[src/rtl/ring_seq_monitor.sv]
// Sequence checker for a one-hot ring counter: tracks lock, phase, faults and
// completed rotations, with every output driven from a register.
module ring_seq_monitor #(
  parameter int WIDTH    = 4,
  parameter int LOCK_CNT = 4,
  parameter int CNT_W    = 8
) (
  input  logic                       clk,
  input  logic                       reset,
  input  logic [WIDTH-1:0]           q,
  input  logic                       clr,
  output logic [1:0]                 state,
  output logic                       locked,
  output logic                       onehot_ok,
  output logic [$clog2(WIDTH)-1:0]   phase,
  output logic                       seq_err,
  output logic [CNT_W-1:0]           err_count,
  output logic [CNT_W-1:0]           rot_count
);

  localparam int PH_W  = $clog2(WIDTH);
  localparam int RUN_W = $clog2(LOCK_CNT + 1);
  localparam logic [WIDTH-1:0] WRAP_VAL  = WIDTH'(1);
  localparam logic [RUN_W-1:0] LAST_GOOD = RUN_W'(LOCK_CNT - 1);

  typedef enum logic [1:0] {
    ST_SYNC   = 2'b00,
    ST_TRACK  = 2'b01,
    ST_LOCKED = 2'b10,
    ST_FAULT  = 2'b11
  } state_t;

  function automatic logic is_onehot(input logic [WIDTH-1:0] v);
    return (v != '0) && ((v & (v - WIDTH'(1))) == '0);
  endfunction

  function automatic logic [PH_W-1:0] onehot_idx(input logic [WIDTH-1:0] v);
    logic [PH_W-1:0] idx;
    idx = '0;
    for (int i = 0; i < WIDTH; i++) begin
      if (v[i]) idx = PH_W'(i);
    end
    return idx;
  endfunction

  state_t              state_q,     state_d;
  logic [WIDTH-1:0]    q_prev_q,    q_prev_d;
  logic [RUN_W-1:0]    good_run_q,  good_run_d;
  logic [CNT_W-1:0]    err_count_q, err_count_d;
  logic [CNT_W-1:0]    rot_count_q, rot_count_d;
  logic [PH_W-1:0]     phase_q,     phase_d;
  logic                seq_err_q,   seq_err_d;
  logic                locked_q,    locked_d;
  logic                onehot_ok_q;

  logic                q_oh_s;
  logic                good_s;
  logic                err_s;
  logic                lock_err_s;

  assign q_oh_s = is_onehot(q);
  assign good_s = (q == {q_prev_q[WIDTH-2:0], q_prev_q[WIDTH-1]});

  always_comb begin
    state_d     = state_q;
    q_prev_d    = q_prev_q;
    good_run_d  = good_run_q;
    err_count_d = err_count_q;
    rot_count_d = rot_count_q;
    phase_d     = phase_q;
    seq_err_d   = seq_err_q;
    err_s       = 1'b0;
    lock_err_s  = 1'b0;

    case (state_q)
      ST_SYNC: begin
        if (q_oh_s) begin
          good_run_d = '0;
          state_d    = ST_TRACK;
        end else begin
          state_d    = ST_SYNC;
        end
      end
      ST_TRACK: begin
        if (good_s) begin
          good_run_d = good_run_q + RUN_W'(1);
          if (good_run_q == LAST_GOOD) state_d = ST_LOCKED;
          else                         state_d = ST_TRACK;
        end else begin
          err_s      = 1'b1;
          good_run_d = '0;
          if (q_oh_s) state_d = ST_TRACK;
          else        state_d = ST_SYNC;
        end
      end
      ST_LOCKED: begin
        if (good_s) begin
          if (q == WRAP_VAL) rot_count_d = rot_count_q + CNT_W'(1);
          else               rot_count_d = rot_count_q;
        end else begin
          err_s      = 1'b1;
          lock_err_s = 1'b1;
          state_d    = ST_FAULT;
        end
      end
      ST_FAULT: begin
        if (q_oh_s) begin
          good_run_d = '0;
          state_d    = ST_TRACK;
        end else begin
          state_d    = ST_FAULT;
        end
      end
      default: begin
        state_d    = ST_SYNC;
        good_run_d = '0;
      end
    endcase

    // The previous sample and phase only ever hold legal one-hot values.
    if (q_oh_s) begin
      q_prev_d = q;
      phase_d  = onehot_idx(q);
    end else begin
      q_prev_d = q_prev_q;
      phase_d  = phase_q;
    end

    // An error coincident with clr survives as a fresh count of one.
    if (clr) begin
      err_count_d = err_s ? CNT_W'(1) : '0;
      seq_err_d   = lock_err_s;
    end else begin
      if (err_s && (err_count_q != {CNT_W{1'b1}})) err_count_d = err_count_q + CNT_W'(1);
      else                                          err_count_d = err_count_q;
      seq_err_d = seq_err_q | lock_err_s;
    end

    locked_d = (state_d == ST_LOCKED);
  end

  always_ff @(posedge clk) begin
    if (reset) begin
      state_q     <= ST_SYNC;
      q_prev_q    <= '0;
      good_run_q  <= '0;
      err_count_q <= '0;
      rot_count_q <= '0;
      phase_q     <= '0;
      seq_err_q   <= 1'b0;
      locked_q    <= 1'b0;
      onehot_ok_q <= 1'b0;
    end else begin
      state_q     <= state_d;
      q_prev_q    <= q_prev_d;
      good_run_q  <= good_run_d;
      err_count_q <= err_count_d;
      rot_count_q <= rot_count_d;
      phase_q     <= phase_d;
      seq_err_q   <= seq_err_d;
      locked_q    <= locked_d;
      onehot_ok_q <= q_oh_s;
    end
  end

  assign state     = state_q;
  assign locked    = locked_q;
  assign onehot_ok = onehot_ok_q;
  assign phase     = phase_q;
  assign seq_err   = seq_err_q;
  assign err_count = err_count_q;
  assign rot_count = rot_count_q;

endmodule

[config.mk]
export PLATFORM = sky130hd
export DESIGN_NAME = ring_seq_monitor
export DESIGN_NICKNAME = d
export VERILOG_FILES = /design/src/rtl/ring_seq_monitor.sv
export SDC_FILE = /design/constraint.sdc
export NUM_CORES = 1
export LEC_CHECK = 0
export CAP_MARGIN = 20
export CORE_ASPECT_RATIO = 1.5
export CORE_MARGIN = 1
export CORE_UTILIZATION = 30
export DETAILED_ROUTE_END_ITERATION = 7
export GPL_TIMING_DRIVEN = 1
export SETUP_SLACK_MARGIN = 0.02
export SLEW_MARGIN = 20
export SYNTH_ARGS = -nofsm -noshare
export SYNTH_HDL_FRONTEND = slang
export SYNTH_SLANG_ARGS = --single-unit
[constraint.sdc]
create_clock -name clk -period 2.2 [get_ports clk]
set_input_delay 0.33 -clock clk [delete_from_list [all_inputs] [get_ports clk]]
set_output_delay 0.33 -clock clk [all_outputs]
set_load 0.005 [all_outputs]
==> impl_metrics.toml <==
[pwr]
p_leak_nw = 0.7513
power_frac_comb_pct = 12.2
p_clk_share_pct = 43.1
power_density_nw_per_um2 = 583.0
power.switching_uw = 295.7
pwr-share-seq_pct = 44.6
switching_share_pct = 23.39
cell_internal_pwr_uw = 968.5
peakVddDrop_mv = 0.4112
fin_total_pwr_mw = 1.264

[floorplanning]
rows = 32
die_area_um2 = 5594
core-area_um2 = 5125
die_w_um = 61.40
ios = 30
die_y_um = 91.10
start_util_pct = 30.98

[synthesis]
ys_ff_latch = 30
synth_edf_count = 0
synth-main-ff-cell = "dfxtp_1"
avgSynthCellArea_um2 = 8.629
synth_top_area_share_pct = 37.83
synth_top_area_cell = "dfxtp_1"
synth_cells = 184
yosysUniqueCellTypes = 41
ys_seq_area_share_pct = 37.83
synth_fp_nets = 199
synth_warnings = 0
synth_area_leaders = "dfxtp_1 38%, nor2_1 6.4%, ha_1 6.3%, xnor2_1 5.5%, nand2_1 3.5%"
syn_area_um2 = 1588
async_flop_share_pct = 0

[worst_setup_path]
worst-path-max-fanout = 15
end_kind = "register"
r2r_end = "err_count[7]"
reg2reg_slack_ns = 0.34
path_cells = "clkdlybuf4s50_1, xor2_1, or4_4, nor4_2, xnor2_1, nor2_1"
worstSetupPathType = "in -> reg"
reg2regPathDepth = 7
cpMaxStageDelayCell = "or4_4"
critical_path_arrival_ns = 2.16
start_kind = "input pin"
cp_num_buf_inv = 1
required_ns = 2.37
reg2reg_from = "state[0]"
slowest_delay_ns = 0.67
path_delay_family = "simple AND/OR/NAND/NOR gates"

[layout]
final_cells = 300
fin_util_pct = 42.31
synthToLayoutAreaGrowth_pct = 36.56
layout.nets = 246
diodes = 0
layout_commonest_cell = "dfxtp_1"
final_cell_mix = "30 x dfxtp_1, 29 x clkdlybuf4s50_1, 27 x nor2_1"
drive_gt1_share_pct = 17.24

[cts]
htreeDepth = 2
hold_buffers = 0
cts_root_buffer = "clkbuf_8"
clock_sinks = 30
insertion_delay_ns = 0.28
cts_tree = "yes"
clock_path_buffers = 2
cts_made_buffers = 5
clkSlewWorstSetupHoldPaths_ns = 0.07
ctsResizeCount = 0
postCtsSetupBuffers = 0

[grt]
antenna_found_initial = 0
busiest_layer = "met2"
grt_pass1_vias = 1447
grtUsageTotal_pct = 14.53
overflow = 0
grt_max_degree = 21
use_met3_pct = 4.274
grtUsageMet1_pct = 16.45
global_route.usage.met2_pct = 24.64
grt_pass1_wl_um = 6216

[detailed_routing]
wirelength_um = 3408
drc_errors = 0
drt_iter0_markers = 48
drt_pass1_iterations = 4
vias = 1414
via_per_inst = 4.713
wl_per_cell_um = 11.36
final_antenna_net_count = 0

[min_path]
hold_class = "reg -> reg"
hold-path-cell-count = 2
min_from = "good_run_q[2]"
hold_end = "good_run_q[2]"

[timing]
period_share_pct = 90.28
worst_pin_slew_ns = 0.4496
fin_skew_ns = 0.003795
worst_hold_slack_ns = 0.4725
fin_ws_ns = 0.2139
max_clock_freq_ghz = 0.5035
setup_violations = 0
hold_viol = 0
post-route-min-period_ns = 1.986
slew_headroom_pct = 69.70
rsz0062_at_grt = "false"
slew_viol_final = 0

[placed_design]
port_buffers = 29
dp.final_hpwl_um = 2534
post-place-cells = 292
place_worst_setup_slack_ns = -0.09931
gp_congestion = 0.7689

[outcome]
outcome = "finished, final reports clean"

[job]
max_cap_violations = 0
## kinds of logic (layout without fill, tap and decap cells)
| logic type | Yosys count | count (layout) | synth area share [%] |
|---|---|---|---|
| simple gates | 81 | 81 | 27.03 |
| buf+inv | 15 | 63 | 4.806 |
| flops | 30 | 30 | 37.83 |
| compound gates | 30 | 30 | 12.61 |
| fa+ha+maj | 9 | 9 | 6.935 |
| xor+xnor | 15 | 15 | 8.274 |
| mux | 4 | 4 | 2.522 |
## power by group through the flow
stage               logic [mW]  clock network (mW)  registers, mW
finish                   0.155               0.545          0.564
global route             0.174               0.589          0.565
detailed placement       0.156                   0          0.576
CTS                      0.157               0.561          0.564
floorplan               0.0825                   0          0.575
global placement         0.155                   0          0.576
## state kept, by name, indices dropped and copies added (netlist names)
signal / count
err_count: 8
rot_count: 8
q_prev_q: 4
good_run_q: 3
phase: 2
state: 2
locked: 1
onehot_ok: 1
seq_err: 1
## stage by stage
| stage | cell area [um^2] | setup TNS (ns) |
|---|---|---|
| global route | 2168 | 0 |
| global placement | 2059 | -0.1286 |
| CTS | 2168 | 0 |
| detailed placement | 2059 | -0.3270 |
| floorplan | 1588 | 0 |
| finish | 2168 | 0 |
## final cells by class
cell class	instances	area (um^2)
Timing Repair Buffer	49	440.4
Inverter	6	22.52
Tap cell	68	85.08
Clock buffer	5	68.82
Multi-Input combinational cell	139	910.9
Sequential cell	30	600.6
Clock inverter	3	40.04
Fill cell	556	2957
## synth_stat cells (all sizes together), types with 5 or more instances
master / number
nor3: 12
dfxtp: 30
xor2: 5
clkbuf: 6
nand2: 15
inv: 6
a21oi: 7
nor2: 28
ha: 8
nand3: 5
xnor2: 10
nor4: 5
o21ai: 9
## how the worst max path moves through the flow
stage / from / to / slack, ns / cells past startpoint
3_3_place_gp: q[1] / rot_count[5] / -0.07 / 6
2_1_floorplan: q[1] / good_run_q[2] / 0.41 / 6
5_1_grt: q[0] / rot_count[5] / 0.12 / 6
3_5_place_dp: q[1] / rot_count[5] / -0.1 / 6
4_1_cts: q[1] / rot_count[5] / 0.20 / 6
6_report: q[1] / rot_count[5] / 0.21 / 6
## worst register-to-register path: stages (launching register included)
cell     delay, ns
dfxtp_1       0.42
inv_1         0.10
ha_1          0.37
o41ai_2       0.13
buf_4         0.17
nor4_1        0.35
xnor2_1       0.16
nor2_1        0.05
## per-layer routing
metal,routed length (um),vias up
li1,-,732
met1,1489,648
met2,1722,29
met3,140,5
met4,55,0
met5,0,-
No activity file was read; power rests on OpenSTA's default activity.
